**config.mk**
```make
export PLATFORM = sky130hd
export DESIGN_NAME = d_mem_bus_controller
export DESIGN_NICKNAME = d
export VERILOG_FILES = /design/src/rtl/d_mem_bus_controller.sv
export SDC_FILE = /design/constraint.sdc
export NUM_CORES = 1
export LEC_CHECK = 0
export CAP_MARGIN = 30
export CORE_MARGIN = 2
export CORE_UTILIZATION = 40
export DETAILED_ROUTE_END_ITERATION = 8
export GPL_TIMING_DRIVEN = 1
export PLACE_DENSITY = 0.77
export SYNTH_ARGS = -nofsm -noshare
export SYNTH_HDL_FRONTEND = slang
export SYNTH_SLANG_ARGS = --single-unit
```
**constraint.sdc**
```tcl
create_clock -name clock -period 4.8 [get_ports clock]
set_clock_uncertainty 0.2 [all_clocks]
set_input_delay 0.96 -clock clock [delete_from_list [all_inputs] [get_ports clock]]
set_output_delay 0.96 -clock clock [all_outputs]
set_load 0.02 [all_outputs]
```
**src/rtl/d_mem_bus_controller.sv**
```systemverilog
// ============================================================================
//  Module   : d_mem_bus_controller
//  Purpose  : Decodes core data requests onto NUM_SLAVES memory-mapped slaves
//             with req/ack handshake, ready/valid flow control and timeout.
//  Revision : 1.0  initial release
// ============================================================================
`default_nettype none

module d_mem_bus_controller #(
  parameter int CORE           = 0,
  parameter int DATA_WIDTH     = 32,
  parameter int ADDRESS_BITS   = 32,
  parameter int NUM_SLAVES     = 4,
  parameter logic [NUM_SLAVES*ADDRESS_BITS-1:0] SLAVE_BASE =
    {32'h90000010, 32'h90000000, 32'h80000000, 32'h00000000},
  parameter logic [NUM_SLAVES*ADDRESS_BITS-1:0] SLAVE_MASK =
    {32'hFFFFFFC0, 32'hFFFFFFF0, 32'hFFE00000, 32'hFFFFF000},
  parameter int TIMEOUT_CYCLES = 16
) (
  input  logic                             clock,
  input  logic                             reset,
  input  logic                             read,
  input  logic                             write,
  input  logic [ADDRESS_BITS-1:0]          address,
  input  logic [DATA_WIDTH-1:0]            in_data,
  output logic                             ready,
  output logic                             valid,
  output logic [ADDRESS_BITS-1:0]          out_addr,
  output logic [DATA_WIDTH-1:0]            out_data,
  output logic                             error,
  output logic [NUM_SLAVES-1:0]            s_req,
  output logic                             s_we,
  output logic [ADDRESS_BITS-1:0]          s_addr,
  output logic [DATA_WIDTH-1:0]            s_wdata,
  input  logic [NUM_SLAVES*DATA_WIDTH-1:0] s_rdata,
  input  logic [NUM_SLAVES-1:0]            s_ack,
  input  logic                             report
);

  localparam int c_CNT_W = $clog2(TIMEOUT_CYCLES + 1);
  localparam logic [c_CNT_W-1:0] c_CNT_LAST = c_CNT_W'(TIMEOUT_CYCLES - 1);

  typedef enum logic [1:0] {
    S_IDLE    = 2'd0,
    S_ACCESS  = 2'd1,
    S_RESPOND = 2'd2
  } state_t;

  state_t               r_state;
  logic [c_CNT_W-1:0]   r_count;
  logic [NUM_SLAVES-1:0] w_hit;
  logic [NUM_SLAVES-1:0] w_sel;
  logic                 w_mapped;
  logic                 w_ack;
  logic [DATA_WIDTH-1:0] w_rdata;
  logic                 w_unused;

  // Base bits below the mask are don't-care, so a base need not be mask-aligned.
  for (genvar gi = 0; gi < NUM_SLAVES; gi++) begin : g_decode
    assign w_hit[gi] =
      (address & SLAVE_MASK[gi*ADDRESS_BITS +: ADDRESS_BITS]) ==
      (SLAVE_BASE[gi*ADDRESS_BITS +: ADDRESS_BITS] &
       SLAVE_MASK[gi*ADDRESS_BITS +: ADDRESS_BITS]);
  end

  always_comb begin
    w_sel = '0;
    for (int i = NUM_SLAVES - 1; i >= 0; i--) begin
      if (w_hit[i]) begin
        w_sel    = '0;
        w_sel[i] = 1'b1;
      end
    end
  end

  assign w_mapped = |w_hit;
  assign w_ack    = |(s_ack & s_req);

  always_comb begin
    w_rdata = '0;
    for (int i = 0; i < NUM_SLAVES; i++) begin
      if (s_req[i]) begin
        w_rdata = w_rdata | s_rdata[i*DATA_WIDTH +: DATA_WIDTH];
      end
    end
  end

  assign w_unused = ^{report, 32'(CORE)};

  always_ff @(posedge clock) begin
    if (!reset) begin
      r_state  <= S_IDLE;
      r_count  <= '0;
      ready    <= 1'b0;
      valid    <= 1'b0;
      error    <= 1'b0;
      out_data <= '0;
      out_addr <= '0;
      s_req    <= '0;
      s_we     <= 1'b0;
      s_addr   <= '0;
      s_wdata  <= '0;
    end else begin
      case (r_state)
        S_IDLE: begin
          valid <= 1'b0;
          ready <= 1'b1;
          if ((read | write) && ready) begin
            ready   <= 1'b0;
            s_addr  <= address;
            s_wdata <= in_data;
            s_we    <= write;
            if ((read & write) || !w_mapped) begin
              r_state  <= S_RESPOND;
              valid    <= 1'b1;
              error    <= 1'b1;
              out_data <= '0;
              out_addr <= address;
            end else begin
              r_state <= S_ACCESS;
              s_req   <= w_sel;
              r_count <= '0;
            end
          end
        end
        S_ACCESS: begin
          if (w_ack) begin
            r_state  <= S_RESPOND;
            s_req    <= '0;
            valid    <= 1'b1;
            error    <= 1'b0;
            out_data <= s_we ? '0 : w_rdata;
            out_addr <= s_addr;
          end else if (r_count == c_CNT_LAST) begin
            r_state  <= S_RESPOND;
            s_req    <= '0;
            valid    <= 1'b1;
            error    <= 1'b1;
            out_data <= '0;
            out_addr <= s_addr;
          end else begin
            r_count <= r_count + 1'b1;
          end
        end
        S_RESPOND: begin
          r_state <= S_IDLE;
          valid   <= 1'b0;
          ready   <= 1'b1;
        end
        default: begin
          r_state <= S_IDLE;
          valid   <= 1'b0;
          ready   <= 1'b0;
          s_req   <= '0;
        end
      endcase
    end
  end

endmodule

`default_nettype wire

```
# After elaboration in Yosys (flattened, before gate mapping)
# Index checks and enable logic that the tools add are counted.
# Widths: inputs -> output; s select.
[op_classes] n_reduce_logical=13 add_sub_neg=1 bitwise=7 mux=45 n_eq_ne=12
[ops] cell="$mux 32" count=13
[ops] cell="$pmux 32 s2" count=2
[ops] cell="$or 32x32->32" count=3
[ops] cell="$logic_not 32->1" count=1
[ops] cell="$mux 4" count=8
[ops] cell="$eq 28x28->1 const B" count=1
[ops] cell="$eq 26x26->1 const B" count=1
[ops] cell="$mux 5" count=4
[ops] cell="$pmux 4 s3" count=1
[ops] cell="$eq 11x11->1 const B" count=1
[ops] cell="$ne 2x2->1 const B" count=5
[ops] cell="$pmux 5 s2" count=1
[ops] cell="$mux 1" count=8
[ops] cell="$mux 2" count=4
[ops] cell="$reduce_and 4->1" count=2
[ops] cell="$reduce_or 4->1" count=2
[ops] cell="$add 5x1->5 const B" count=1
[ops] cell="$eq 5x4->1 const B" count=1
[ops] cell="$reduce_and 5->1" count=1
[ops] cell="$and 4x4->4" count=1
[ops] cell="$pmux 1 s2" count=2
[ops] cell="$pmux 2 s2" count=1
[ops] cell="$reduce_and 2->1" count=2
[ops] cell="$ne 3x3->1 const B" count=1
[ops] cell="other kinds (11)" count=11
[word_totals] output_inout_bits=136 input_bits=201 register_bits=143 elab_cells=89

# Depth between registers and ports, before layout
[logic_depth] ltp_word=10 mapped_depth=8 ltp_nobuf=7

# Worst setup path before layout
# Ideal clock, no wire load.
[synth_path] kind="in2reg" from="input address[21]" to="register out_addr[0]" required_ns=4.528 cell_stages=7 arrival_time_ns=2.280 n_path_buf=2 setup_time_ns=0.072 path_slack_ns=2.249 path_cell_list="nor4_2 -> nand3_1 -> nor3b_2 -> a2111o_1 -> buf_6 -> buf_12 -> mux2i_1"
[synth_via] elab_chain_len=6 word_cells_on_any_way=9 classes_between="eq/ne: 4; reduce/logical: 5"
[synth_rtl] item="start, declared" line_no="24" source="input logic [ADDRESS_BITS-1:0] address,"
[synth_rtl] item="$eq 28x28->1, or another cell as far along" line_no="61" source="(address & SLAVE_MASK[gi*ADDRESS_BITS +: ADDRESS_BITS]) =="
[synth_rtl] item="$reduce_or 4->1 *" line_no="76" source="assign w_mapped = |w_hit;"
[synth_rtl] item="$logic_not 1->1 *" line_no="113" source="if ((read & write) || !w_mapped) begin"
[synth_rtl] item="$logic_or 1x1->1 *" line_no="113"
[synth_rtl] item="$ne 2x2->1 (no source line) *"
[synth_rtl] item="$reduce_and 4->1 (no source line) *"
[synth_rtl] item="end signal, assigned" line_no="118" source="out_addr <= address;"
[synth_rtl] item="end signal, assigned" line_no="133" source="out_addr <= s_addr;"
[synth_rtl] item="end signal, assigned" line_no="140" source="out_addr <= s_addr;"
[synth_rtl] item="end, declared" line_no="28" source="output logic [ADDRESS_BITS-1:0] out_addr,"
# Every way passes the cells marked *; elsewhere a longest branch is shown, timed or not.
# A chain may end at the register's enable or synchronous reset.

# Final worst setup path
[layout_path] from="input address[6]" to="register out_addr[23]"
[layout_via] elab_chain_len=6 word_cells_on_any_way=7 classes_between="eq/ne: 3; reduce/logical: 4"
[layout_rtl] item="$eq 28x28->1 / $eq 26x26->1 (equally long branches)" line_no="61"
[layout_rtl] item="$reduce_or 4->1 *" line_no="76"
[layout_rtl] item="$logic_not 1->1 *" line_no="113"
[layout_rtl] item="$logic_or 1x1->1 *" line_no="113"
[layout_rtl] item="$ne 2x2->1 (no source line) *"
[layout_rtl] item="$reduce_and 4->1 (no source line) *"
# Marked as above.

==> impl_metrics.csv <==
group,metric,value,unit
global_routing,globalRoute.busiestLayer,"met2",
critical_path,crit_path_dat,3.41,ns
sta,worst_hold_slack,0.2561,ns
logic_synthesis,netlist_area,6585,um^2
placed_design,post_place_setup_slack,1.085,ns
cts,tritoncts,"yes",
sta,final.period_utilization,68.15,%
logic_synthesis,post_synth_inst_count,810,
finish,layout.cells.most_common_list,"sky130_fd_sc_hd__clkdlybuf4s50_1, sky130_fd_sc_hd__nand2_1, sky130_fd_sc_hd__dfxtp_1",
global_routing,global_route.usage.total,26.34,%
finish,layout.cells.non_filler,1341,
finish,final_net_count,1312,
min_path,hold_path_class,"flip-flop to flip-flop",
detailed_routing,drtAntennaViolNets,0,
sta,fin_ws,1.529,ns
logic_synthesis,post_synth.cell_area_avg,8.130,um^2
die,floorplan.die_area,17500,um^2
outcome,status,"finished, final reports clean",
cts,clk_transition_reported_paths,0.06,ns
power_and_ir_drop,pwr_density_cell,295.5,nW/um^2
placed_design,placedCellCount,1306,
global_routing,global_route.overflow_total,0,
logic_synthesis,synth.yosys.warnings,0,
detailed_routing,detailedRoute.firstIterationViolations,330,
placed_design,port_buffers,335,
finish,area_growth_syn_to_layout,61.22,%
detailed_routing,detailroute.via_count,6903,
detailed_routing,avgRoutedWirePerCell,17.72,um
finish,sequential_cell_area,2863,um^2
critical_path,critPathMaxFanout,20,
sta,finalSetupViolations,0,
logic_synthesis,postSynth.topFlopCell,"sky130_fd_sc_hd__dfxtp_1",
cts,worstSkewPairLatency,0.42,ns
cts,cts.htree.levels,4,
cts,numCtsBuffers,17,
power_and_ir_drop,vdd_drop_max,0.2471,mV
critical_path,worst_setup_path_startpoint,"address[6]",
sta,rsz_0062_raised_after_global_routing,"no",
cts,post-cts-setup-buffer-count,0,
finish,multi_input_comb_area,3407,um^2
critical_path,critPathRequiredTime,4.94,ns
power_and_ir_drop,leakagePower,4.032,nW
die,floorplan.die.height,132.3,um
die,design.core.area,16000,um^2
sta,tightest_slew,0.9488,ns
sta,layout_min_cycle_time,3.271,ns
global_routing,grt_use_met2,44.76,%
min_path,worst_hold_startpoint,"out_addr[2]$_SDFFE_PN0P_",
critical_path,worstSetupStartpointType,"input port",
critical_path,worstSetupPathType,"input port to flip-flop",
global_routing,grt_start_max_net_pins,72,
sta,hold_violations,0,
logic_synthesis,synth-async-reset-ratio,0,%
sta,slew_viol_final,0,
detailed_routing,postRouteWirelength,23760,um
job,drv_cap,0,
die,initial_utilization,41.16,%
logic_synthesis,synth-seq-cells,143,
global_routing,grtUsageMet1,29.22,%
die,die_w,132.3,um
finish,final_layout_size_suffix_gt1_share,5.620,%
detailed_routing,vias_per_cell,5.148,
global_routing,gr-usage-met3,10.15,%
cts,cts.repair.resized,0,
sta,slew_headroom,36.61,%
global_routing,grt_antenna_before_repair,4,
sta,clock.fmax,305.7,MHz
logic_synthesis,synth_fp_nets,1013,
global_routing,grt_pass1_vias,6809,
logic_synthesis,ys_types,51,
finish,num-fill-cells,1419,
detailed_routing,post-route-drc-count,0,
logic_synthesis,synth_edf_count,0,
logic_synthesis,ys_seq_area_share,43.47,%
global_routing,global_route_wire_length_before_repair,36490,um
cts,post_cts_hold_buffer_count,0,
die,io_pins,337,
finish,postLayoutCoreUtil,66.35,%
placed_design,hpwl,16800,um
sta,fin_tns_setup,0,ns
critical_path,endpoint_kind,"flip-flop",
cts,cts_root_buffer,"sky130_fd_sc_hd__clkbuf_16",
finish,layout.cells.most_common,"sky130_fd_sc_hd__clkdlybuf4s50_1",
placed_design,routability_congestion,0.8693,
cts,numClockSinks,143,
die,floorplan.rows,46,
cts,clk_path_buf_depth,2,
detailed_routing,firstDrtPassIters,5,
critical_path,r2r-start,"r_state[0]$_SDFFE_PN0P_",
==> worst max-delay path, stage by stage <==
cell and delay, ns:
sky130_fd_sc_hd__clkdlybuf4s50_1 0.46, sky130_fd_sc_hd__nor4_1 0.48, sky130_fd_sc_hd__nand4_1 0.24, sky130_fd_sc_hd__o22ai_2 0.29
sky130_fd_sc_hd__a2111o_2 0.48, sky130_fd_sc_hd__buf_12 0.25, sky130_fd_sc_hd__mux2i_1 0.22
==> layer usage <==
| metal | wire [um] | share of wire (%) | vias up |
|---|---|---|---|
| met5 | 0 | 0 | - |
| met4 | 771 | 3.2 | 0 |
| met3 | 2180 | 9.2 | 42 |
| met2 | 11460 | 48 | 274 |
| met1 | 9352 | 39 | 3190 |
| li1 | - | - | 3397 |
==> kinds of logic after synthesis <==
group / after synthesis / synth area share [%]
buf+inv: 70 / 5.073
compound gates: 189 / 22.82
simple gates: 372 / 23.09
fa+ha+maj: 2 / 0.3800
flops: 143 / 43.47
mux: 34 / 5.168
==> where the power goes <==
part | switching, mW | leakage, nW | internal, mW
Combinational | 0.253 | 2.58 | 0.298
Sequential | 0.0329 | 1.16 | 1.24
Clock | 0.509 | 0.285 | 0.801
Total | 0.795 | 4.03 | 2.34
==> metrics by stage <==
step,power (mW),area (um^2)
5_1_grt,3.260,10620
6_report,3.137,10620
3_3_place_gp,1.848,9997
2_1_floorplan,1.529,6585
4_1_cts,3.169,10610
3_5_place_dp,1.855,10020
==> cell usage after synthesis, drive strengths merged, types with 3 or more instances <==
cell type  count  area [um^2]
nand3          7        40.04
clkbuf        47        176.4
nand2        329         1235
o21ai          7        35.03
a21boi        67        503.0
dfxtp        143         2863
nor4           5        58.80
a221oi        32        280.3
a32oi          4        35.03
a22o          34        307.8
mux2i         34        340.3
nor3           4        20.02
o22ai         33        212.7
buf           22        153.9
nor2          10        37.54
nand4          3        18.77
==> state kept, by name, indices dropped and copies added (netlist names) <==
name	count
error	1
out_addr	32
out_data	32
r_count	5
r_state	2
ready	1
s_addr	32
s_req	4
s_wdata	32
s_we	1
valid	1
==> cell type report <==
| class | instances | share of cell area, % |
|---|---|---|
| Antenna cell | 4 | 0.09428 |
| Multi-Input combinational cell | 597 | 32.09 |
| Tap cell | 216 | 2.546 |
| Clock buffer | 21 | 4.431 |
| Inverter | 1 | 0.03536 |
| Timing Repair Buffer | 349 | 32.78 |
| Sequential cell | 143 | 26.97 |
| Clock inverter | 10 | 1.061 |
==> final timing paths <==
kind                                             endpoint  slack (ns)  depth (start not counted)
worst max-delay path            out_addr[23]$_SDFFE_PN0P_        1.53                          7
worst min-delay path             out_addr[2]$_SDFFE_PN0P_        0.26                          2
worst max register to register  out_data[13]$_SDFFE_PN0P_        1.96                          4
worst min register to register   out_addr[2]$_SDFFE_PN0P_        0.26                          2
No activity file was read; power rests on OpenSTA's default activity.
